## config.mk

```make
export PLATFORM = sky130hd
export DESIGN_NAME = warp_fetcher
export DESIGN_NICKNAME = d
export VERILOG_FILES = /design/src/rtl/common_pkg.sv /design/src/rtl/warp_fetcher.sv
export SDC_FILE = /design/constraint.sdc
export NUM_CORES = 1
export LEC_CHECK = 0
export CORE_MARGIN = 2
export CORE_UTILIZATION = 45
export DETAILED_ROUTE_END_ITERATION = 10
export PLACE_DENSITY = 0.73
export SYNTH_ARGS = -nofsm -noshare
export SYNTH_HDL_FRONTEND = slang
export SYNTH_SLANG_ARGS = --single-unit
```

## constraint.sdc

```tcl
create_clock -name clk -period 3.9 [get_ports clk]
set_input_delay 0.39 -clock clk [delete_from_list [all_inputs] [get_ports clk]]
set_output_delay 0.39 -clock clk [all_outputs]
set_load 0.02 [all_outputs]
```

## src/rtl/common_pkg.sv

```systemverilog
`default_nettype none
// ============================================================================
// Module      : common_pkg
// Description : Shared warp-pipeline types: warp scheduler states,
//               instruction/data words and instruction-fetch states.
// Revision    : 1.0 - initial release with fetch_state_t
// ============================================================================
package common_pkg;

  // Warp scheduler state as broadcast to per-warp pipeline units
  typedef enum logic [2:0] {
    WARP_IDLE    = 3'd0,
    WARP_FETCH   = 3'd1,
    WARP_DECODE  = 3'd2,
    WARP_EXECUTE = 3'd3,
    WARP_MEM     = 3'd4,
    WARP_DONE    = 3'd5
  } warp_state_t;

  typedef logic [31:0] instr_t;
  typedef logic [31:0] data_t;

  // Instruction fetch progress reported to the scheduler
  typedef enum logic [1:0] {
    FETCH_IDLE = 2'd0,
    FETCH_REQ  = 2'd1,
    FETCH_WAIT = 2'd2,
    FETCH_DONE = 2'd3
  } fetch_state_t;

  // All-zero word decodes as HALT, so it is the safe post-reset instruction
  localparam instr_t C_INSTR_HALT = 32'h0000_0000;

endpackage
`default_nettype wire

```

## src/rtl/warp_fetcher.sv

```systemverilog
`default_nettype none
// ============================================================================
// Module      : warp_fetcher
// Description : Per-warp instruction fetch unit. Issues one valid/ready read
//               request per fetch, waits for a valid-only response, holds the
//               fetched word for the decoder, and optionally short-circuits
//               refetches of the last completed pc through a one-entry buffer.
// Revision    : 1.0 - initial release
// ============================================================================
module warp_fetcher
  import common_pkg::*;
#(
  parameter int ADDR_W = 32,
  parameter bit BUF_EN = 1'b1
) (
  input  logic              clk,
  input  logic              reset,
  input  warp_state_t       warp_state,
  input  logic [ADDR_W-1:0] pc,
  output logic              mem_req_valid,
  output logic [ADDR_W-1:0] mem_req_addr,
  input  logic              mem_req_ready,
  input  logic              mem_rsp_valid,
  input  instr_t            mem_rsp_data,
  output fetch_state_t      fetch_state,
  output instr_t            instr
);

  fetch_state_t      state_q,     state_d;
  logic              req_valid_q, req_valid_d;
  logic [ADDR_W-1:0] req_addr_q,  req_addr_d;
  instr_t            instr_q,     instr_d;
  logic              buf_valid_q, buf_valid_d;
  logic [ADDR_W-1:0] buf_pc_q,    buf_pc_d;
  instr_t            buf_instr_q, buf_instr_d;
  // Set once the scheduler has walked away from an accepted request; the
  // eventual response must then be swallowed without side effects.
  logic              abandon_q,   abandon_d;

  logic w_in_fetch;
  logic w_buf_hit;

  assign w_in_fetch = (warp_state == WARP_FETCH);
  assign w_buf_hit  = BUF_EN && buf_valid_q && (pc == buf_pc_q);

  // Next-state and datapath update for the fetch FSM and the last-pc buffer
  always_comb begin
    state_d     = state_q;
    req_valid_d = req_valid_q;
    req_addr_d  = req_addr_q;
    instr_d     = instr_q;
    buf_valid_d = buf_valid_q;
    buf_pc_d    = buf_pc_q;
    buf_instr_d = buf_instr_q;
    abandon_d   = abandon_q;

    case (state_q)
      FETCH_IDLE: begin
        if (w_in_fetch) begin
          if (w_buf_hit) begin
            state_d = FETCH_DONE;
            instr_d = buf_instr_q;
          end else begin
            state_d     = FETCH_REQ;
            req_valid_d = 1'b1;
            req_addr_d  = pc;
            abandon_d   = 1'b0;
          end
        end
      end
      FETCH_REQ: begin
        // A handshake in the same cycle the scheduler leaves still commits
        // the request, so it wins over the abort and is marked abandoned.
        if (req_valid_q && mem_req_ready) begin
          state_d     = FETCH_WAIT;
          req_valid_d = 1'b0;
          abandon_d   = !w_in_fetch;
        end else if (!w_in_fetch) begin
          state_d     = FETCH_IDLE;
          req_valid_d = 1'b0;
        end
      end
      FETCH_WAIT: begin
        if (mem_rsp_valid) begin
          if (abandon_q || !w_in_fetch) begin
            state_d   = FETCH_IDLE;
            abandon_d = 1'b0;
          end else begin
            state_d     = FETCH_DONE;
            instr_d     = mem_rsp_data;
            buf_valid_d = 1'b1;
            buf_pc_d    = req_addr_q;
            buf_instr_d = mem_rsp_data;
          end
        end else if (!w_in_fetch) begin
          abandon_d = 1'b1;
        end
      end
      FETCH_DONE: begin
        if (!w_in_fetch) begin
          state_d = FETCH_IDLE;
        end
      end
      default: begin
        state_d     = FETCH_IDLE;
        req_valid_d = 1'b0;
      end
    endcase

    // Without the buffer its registers stay constant zero
    if (!BUF_EN) begin
      buf_valid_d = 1'b0;
      buf_pc_d    = '0;
      buf_instr_d = '0;
    end
  end

  // State register with synchronous reset; reset also invalidates the buffer
  always_ff @(posedge clk) begin
    if (reset) begin
      state_q     <= FETCH_IDLE;
      req_valid_q <= 1'b0;
      req_addr_q  <= '0;
      instr_q     <= C_INSTR_HALT;
      buf_valid_q <= 1'b0;
      buf_pc_q    <= '0;
      buf_instr_q <= '0;
      abandon_q   <= 1'b0;
    end else begin
      state_q     <= state_d;
      req_valid_q <= req_valid_d;
      req_addr_q  <= req_addr_d;
      instr_q     <= instr_d;
      buf_valid_q <= buf_valid_d;
      buf_pc_q    <= buf_pc_d;
      buf_instr_q <= buf_instr_d;
      abandon_q   <= abandon_d;
    end
  end

  assign mem_req_valid = req_valid_q;
  assign mem_req_addr  = req_addr_q;
  assign fetch_state   = state_q;
  assign instr         = instr_q;

  // A response is only legal while a request is outstanding
  a_rsp_only_in_wait : assert property (
    @(posedge clk) disable iff (reset)
    mem_rsp_valid |-> (state_q == FETCH_WAIT)
  );

endmodule
`default_nettype wire

```

; ---- Yosys cells after proc, flatten, opt, wreduce, memory -nomap -nowiden
; Index checks and enable logic that the tools add are counted.
; W data, S select, Z words.
[totals]
wordCells = 62
inputBits = 71
register_bits = 133
[classes]
reduce_logical = 14
mux = 24
n_eq_ne = 14
n_bitwise = 2
[ops]
columns = cell, n
row1 = $mux W32, 4
row2 = $pmux W32 S2, 1
row3 = $eq A32 B32 Y1, 1
row4 = $mux W2, 6
row5 = $ne A2 B2 Y1 const B, 6
row6 = $mux W1, 10
row7 = $ne A3 B3 Y1 const B, 3
row8 = $pmux W2 S4, 1
row9 = $reduce_and A3 Y1, 2
row10 = $reduce_and A6 Y1, 1
row11 = $reduce_and A5 Y1, 1
row12 = $eq A2 B2 Y1 const B, 2
row13 = $reduce_and A4 Y1, 1
row14 = $reduce_bool A2 Y1, 2
row15 = $eq A3 B1 Y1 const B, 1
row16 = $pmux W1 S3, 1
row17 = $reduce_bool A3 Y1, 1
row18 = $eq A2 B1 Y1 const B, 1
row19 = $logic_and A1 B1 Y1, 2
row20 = $logic_not A2 Y1, 1
row21 = $not A1 Y1, 2
row22 = $pmux W1 S2, 1
row23 = $reduce_and A2 Y1, 1
row24 = $logic_not A1 Y1, 1
row25 = $logic_or A1 B1 Y1, 1

; ---- Logic depth before layout (Yosys ltp)
; Gate-level depths: netlist of the first run.
[depth]
word_depth = 6
mapped_depth = 9
ltp_nobuf = 8

; ---- Least setup slack after synthesis of the first run
; No wires, ideal clock.
[synth_timing]
path_type = flip-flop to flip-flop
startpoint = reg state_q[0] (netlist: fetch_state[0])
endpoint = reg instr_q[10] (netlist: instr[10])
arrival_ns = 2.028
setup_slack_ns = 1.719
path_buffers = 2
period_less_slack_ns = 2.181
stages_incl_launch_ff = 8
path_cell_list = dfxtp_1 -> inv_1 -> ha_1 -> clkbuf_1 -> mux2i_1 -> nor2_1 -> clkbuf_1 -> a311oi_2
[synth_via]
elab_chain_cells = 3
elab_cells_between_ends = 9
cone_classes = 5 x eq/ne / 1 x mux / 3 x reduce/logical
[synth_lines]
columns = item, line_no
row1 = from (decl), warp_fetcher.sv:29  ; fetch_state_t state_q, state_d;
row2 = from (signal assigned), warp_fetcher.sv:130  ; state_q <= state_d;
row3 = $eq A2 B2 Y1 / $logic_not A2 Y1 (equally long branches), warp_fetcher.sv:57  ; case (state_q)
row4 = $ne A2 B2 Y1 (no line) / $reduce_bool A2 Y1 (equally long branches), -
row5 = $reduce_and A5 Y1 (no line), -
row6 = to (signal assigned), warp_fetcher.sv:133  ; instr_q <= instr_d;
row7 = to (decl), warp_fetcher.sv:32  ; instr_t instr_q, instr_d;
; Several ways; a longest one is shown, not always the timed one.
; A chain may end at the register's enable or synchronous reset.

; ---- Worst setup path after layout of the first run
[layout_timing]
startpoint = in pc[25]
endpoint = reg instr_q[28] (netlist: instr[28])
[layout_via]
elab_chain_cells = 4
[layout_lines]
columns = item, line_no
row1 = from (decl), warp_fetcher.sv:19  ; input logic [ADDR_W-1:0] pc,
row2 = $eq A32 B32 Y1, warp_fetcher.sv:44  ; assign w_buf_hit = BUF_EN && buf_valid_q && (pc == buf_pc_q);
row3 = $logic_and A1 B1 Y1, warp_fetcher.sv:44
row4 = $ne A2 B2 Y1 (no line), -
row5 = $reduce_and A5 Y1 (no line), -
; No other way between the ends.

==> flow_summary.toml, run 1 <==
[timing]
rsz0062_at_grt = "false"
post-route-min-period_ps = 2590
setup-violations-final = 0
fin_ws_ps = 1310
tns_ps = 0
max_slew.worst_pin.slew_ps = 1140
hold_viol = 0
fmax_ghz = 0.386
finalCritPeriodShare_pct = 66.4
max-slew-margin-rel_pct = 24.0
drv_slew = 0
fin_skew_ps = 6.72

[cts]
cts_htree_levels = 4
cts_buffer_depth = 2
cts_tree = "yes"
cts_hold_buffers = 0
clk_pin_slew_ps = 60
cts_resized = 0
numCtsBuffers = 17
clk_latency_ps = 420
clkSinkCount = 133
root_buffer = "clkbuf_16"
post_cts_buffers = 0

[synth]
synth_flop_cell = "dfxtp_1"
synth.most_common_cell = "nand2_1"
yosysTopAreaCellShare_pct = 45.8
syn_inst = 667
synth_area_leader_cell = "dfxtp_1"
syn_nets = 743
synth-async-reset-ratio_pct = 0
syn_area_mm2 = 0.00581
synth.distinct_cells = 35
avgSynthCellArea_um2 = 8.72
ys_seq_elements = 133
yosysWarnings = 0
yosysSeqAreaShare_pct = 45.8
synth_edf_count = 0
synthTopCellsByArea = "dfxtp_1 46%, nand2_1 13%, mux2i_1 11%, a21oi_1 7.9%, a311oi_1 3.3%"
ys_top_cells_by_count = "199 x nand2_1, 133 x dfxtp_1, 92 x a21oi_1"

[worst_setup_path]
cp_top_family = "buffers and inverters"
worstPathMaxFanout = 65
slowest_delay_ps = 570
critPathRequiredTime_ps = 4220
critPathArrivalTime_ps = 2910
start_kind = "input port"
worst_path_max_delay_cell = "or4_4"
critPathBufInv = 2
ff2ff_setup_slack_ps = 1430
end_kind = "flip-flop"
crit_type = "input port to flip-flop"
path_cells = "clkdlybuf4s50_1 > xnor2_1 > nand4_1 > or4_4 > o31ai_4 > buf_12 > a21oi_1 > a311oi_1"

[route]
drt-wirelength-per-cell_um = 15.1
drc = 0
drt_iter0_drc = 351
drtAntennaViolNets = 0
drt_first_pass_iters = 5
totalWireLength_mm = 14.6
met2_length_mm = 6.78
route.top_layer_used = "met4"
via_per_inst = 5.26
num_vias = 5064
wl_met3_mm = 1.11
wirelength_met1_mm = 6.35

[global_routing]
grt_antenna_before_repair = 0
grt_usage_pct = 21.6
grt_overflow = 0
grt_pass1_vias = 5071
grt_max_degree = 102
grt_pass1_wl_mm = 24.4

[worst_hold_path]
hold_path_class = "flip-flop to flip-flop"

[place]
place_hpwl_mm = 9.46
place_area_mm2 = 0.00726
preCtsSetupSlack_ps = 879
globalplace.congestion = 0.865
io_buffer_count = 137

[die]
fp-row-count = 41
fp.coreArea_mm2 = 0.0126
die_x_um = 118
die_height_um = 118
start_util_pct = 46.1
io_pins = 138
die_area_mm2 = 0.0138

[run_status]
status = "finished clean"

[final_layout]
syn_to_final_growth_pct = 36.1
drive_gt1_share_pct = 8.35
nNetsFinal = 854
diodes = 0
final_area_mm2 = 0.00791
final_util_pct = 62.7

[pwr]
p_leak_nw = 2.59
powerDensity_mw_per_mm2 = 524
peakVddDrop_mv = 0.322

[job]
maxCapViolCount = 0
worst paths after layout:
path,start,end,cells after the start
worst max register to register,buf_pc_q[24]$_SDFFE_PP0P_,instr[28]$_SDFFE_PP0P_,7
worst max-delay path,pc[25],instr[28]$_SDFFE_PP0P_,8
worst min-delay path,buf_instr_q[29]$_SDFFE_PP0P_,buf_instr_q[29]$_SDFFE_PP0P_,2
worst min register to register,buf_instr_q[29]$_SDFFE_PP0P_,buf_instr_q[29]$_SDFFE_PP0P_,2
worst reg2reg max path, delay by kind of cell, from the launching register on:
kind	cells	cell delay (ps)
buffers and inverters	1	330
flip-flops	1	320
XOR/XNOR	1	210
AO/OA/AOI/OAI	3	820
AND/OR/NAND/NOR	2	690
flip-flops by register name (all words and copies together), names as in the netlist:
signal	cells
fetch_state	2
instr	32
buf_pc_q	32
abandon_q	1
buf_instr_q	32
mem_req_addr	32
mem_req_valid	1
buf_valid_q	1
final cells by class:
class	instances	area [µm²]
fillers	1102	4710
multi-input cells	478	2930
flip-flops and latches	133	2660
repair buffers	144	1430
clock buffers	24	512
well taps	172	215
clock inverters	7	141
inverters	4	15.0
placed cells by master (no fill, tap or decap), types with 2 or more instances in the layout:
cell,instances
buf_4,7
nor2_4,2
nor2_1,5
a21oi_2,9
xnor2_1,13
a311oi_1,22
ha_1,4
mux2i_1,66
nor4_1,4
a311oi_2,10
dfxtp_1,133
nor2b_1,3
o21ai_0,4
nand2_1,199
clkdlybuf4s50_1,136
clkbuf_16,17
inv_1,3
nand3_1,4
xor2_1,19
clkbuf_8,6
nand4_1,3
a21oi_1,92
bufinv_16,4
nand2b_1,2
nor3_1,2
metrics by stage:
step                      hold WS (ps)  power [mW]  std cells
after global routing               465        4.32        962
after detailed placement           447        2.43        931
final                              452        4.15        962
after floorplan                    436        2.13        667
after CTS                          454        4.17        962
after global placement             441        2.41        931
logic make-up (layout without fill, tap and decap cells):
logic type | count (synthesis) | count (layout) | share of synthesized area (%)
AOI/OAI and AO/OA | 144 | 144 | 16.7
xor gates and xnor gates | 32 | 32 | 4.82
adders and majority gates | 5 | 5 | 1.08
buffers and inverters | 56 | 179 | 4.20
DFF | 133 | 133 | 45.8
muxes | 66 | 66 | 11.4
and+or+nand+nor | 231 | 231 | 16.0
routing by layer:
metal | up-vias | track usage, %
met5 | - | 0
li1 | 2506 | -
met3 | 28 | 7.70
met2 | 143 | 34.4
met4 | 0 | 9.11
met1 | 2387 | 26.4
report_power, final:
group	switching (mW)	total [mW]	internal (mW)
clock	0.569	1.74	1.17
combinational	0.549	0.926	0.377
sequential	0.0552	1.48	1.43
total	1.17	4.15	2.97
(Power assumes the default switching activity.)
==> run 2, diff against run 1 <==
clock period = 2.6 ns   (was 3.9 ns; I/O delays follow)
==> run 2 against run 1 <==
Against the previous run: clock power increased by 20%; combinational power increased by 83%; global-route usage increased by 0.75 points; non-clock buffer count increased by 20; clock-buffer cell count increased by 3; final cell count increased by 2.1%; clock skew increased by 3.6 ps.
==> flow_summary.toml, run 2 (synthesized netlist as in run 1, its figures left out) <==
[route]
drt_iter0_drc = 342
drtAntennaViolNets = 0
via_per_inst = 5.29
totalWireLength_mm = 15.5
drt_first_pass_iters = 4
num_vias = 5195
drt-wirelength-per-cell_um = 15.8
drc = 0

[worst_setup_path]
r2r_start = "buf_pc_q[24]$_SDFFE_PP0P_"
r2r-end = "instr[24]$_SDFFE_PP0P_"
cp-startpoint = "pc[24]"
r2r_cells = 8
ff2ff_setup_slack_ps = 140
crit_type = "input port to flip-flop"
start_kind = "input port"
critPathRequiredTime_ps = 2900
worstPathMaxFanout = 14
end_kind = "flip-flop"
critPathArrivalTime_ps = 2750

[pwr]
seq_power_share_pct = 37.1
power.switching_mw = 1.79
p_clk_share_pct = 34.8
internal_power_mw = 4.22
netSwitchingFraction_pct = 29.7
peakVddDrop_mv = 0.419
p_leak_nw = 2.65
pwr-share-comb_pct = 28.1
powerDensity_mw_per_mm2 = 749

[worst_hold_path]
hold_path_class = "input port to flip-flop"
holdPathEnd = "buf_pc_q[19]$_SDFFE_PP0P_"
hp-start = "reset"
hold_path_depth = 2

[cts]
numCtsBuffers = 17
clkSinkCount = 133
root_buffer = "clkbuf_16"
cts_hold_buffers = 0
clk_latency_ps = 410
cts_buffer_depth = 2
cts_resized = 0
post_cts_buffers = 0
cts_tree = "yes"
cts_htree_levels = 4
clk_pin_slew_ps = 50

[place]
io_buffer_count = 137
place_area_mm2 = 0.00751
globalplace.congestion = 0.843
place_hpwl_mm = 10.5

[job]
maxCapViolCount = 0

[timing]
fin_skew_ps = 10.3
hold_viol = 0
setup-violations-final = 0
finalCritPeriodShare_pct = 94.4
fmax_ghz = 0.407
drv_slew = 0
rsz0062_at_grt = "false"
tns_ps = 0
post-route-min-period_ps = 2460
max_slew.worst_pin.slew_ps = 593
max-slew-margin-rel_pct = 60.5

[global_routing]
grt_max_degree = 65
grt_antenna_before_repair = 0
grt_pass1_wl_mm = 25.0
grt_pass1_vias = 5081
grt_overflow = 0
grt_usage_pct = 22.3

[final_layout]
fillCellCount = 1038
final_common_cell = "nand2_1"
final_cell_mix = "199 x nand2_1, 136 x clkdlybuf4s50_1, 133 x dfxtp_1"
nNetsFinal = 874
diodes = 0
final_area_mm2 = 0.00802
syn_to_final_growth_pct = 38.0
drive_gt1_share_pct = 9.88

[die]
die_x_um = 118
die_area_mm2 = 0.0138
fp.coreArea_mm2 = 0.0126
start_util_pct = 46.1
die_height_um = 118
io_pins = 138
fp-row-count = 41

[run_status]
status = "finished clean"
==> run 2: metal layers <==
layer	global-route usage, %	routed length [µm]	vias up
li1	-	-	2556
met1	25.1	6680	2469
met2	37.5	7440	152
met3	9.69	1140	18
met4	8.13	228	0
met5	0	0	-
==> run 2: cell type report <==
class / instances / area, µm² / area share, %
multi-input combinational: 478 / 2930 / 36.5
sequential: 133 / 2660 / 33.2
timing repair buffer: 164 / 1680 / 21.0
clock buffer: 27 / 493 / 6.14
tap: 172 / 215 / 2.68
clock inverter: 4 / 22.5 / 0.281
inverter: 4 / 15.0 / 0.187
==> run 2: power groups by stage <==
| stage | Clock [mW] | Combinational [mW] | Sequential [mW] |
|---|---|---|---|
| after floorplan | 0 | 0.829 | 2.36 |
| after global placement | 0 | 1.62 | 2.26 |
| after detailed placement | 0 | 1.68 | 2.27 |
| after CTS | 2.12 | 1.69 | 2.23 |
| after global routing | 2.22 | 1.80 | 2.24 |
| final | 2.09 | 1.69 | 2.23 |
==> run 2: worst max-delay path, cell delays in order <==
cell	delay, ps
clkdlybuf4s50_1	470
xnor2_1	230
nand4_1	150
or4_4	580
o31ai_4	290
buf_12	200
buf_12	140
a21oi_1	80
a311oi_1	330
==> run 2: worst max-delay path by stage <==
| stage | slack, ps | cells after the start | endpoint |
|---|---|---|---|
| 5_1_grt | 40 | 8 | instr[0]$_SDFFE_PP0P_ |
| 4_1_cts | 150 | 8 | instr[0]$_SDFFE_PP0P_ |
| 3_3_place_gp | -80 | 9 | instr[16]$_SDFFE_PP0P_ |
| 6_report | 140 | 9 | instr[24]$_SDFFE_PP0P_ |
| 3_5_place_dp | -170 | 9 | instr[17]$_SDFFE_PP0P_ |
| 2_1_floorplan | 420 | 7 | instr[10]$_SDFFE_PP0P_ |
==> run 2: stage by stage <==
step	util [%]	total power [mW]	setup slack, ps	std cells	hold slack [ps]
6_report	63.6	6.01	145	982	184
5_1_grt	63.6	6.26	37.8	982	166
4_1_cts	63.6	6.04	153	982	156
3_5_place_dp	59.5	3.95	-167	951	446
3_3_place_gp	59.5	3.89	-81.7	951	441
2_1_floorplan	-	3.19	419	667	396
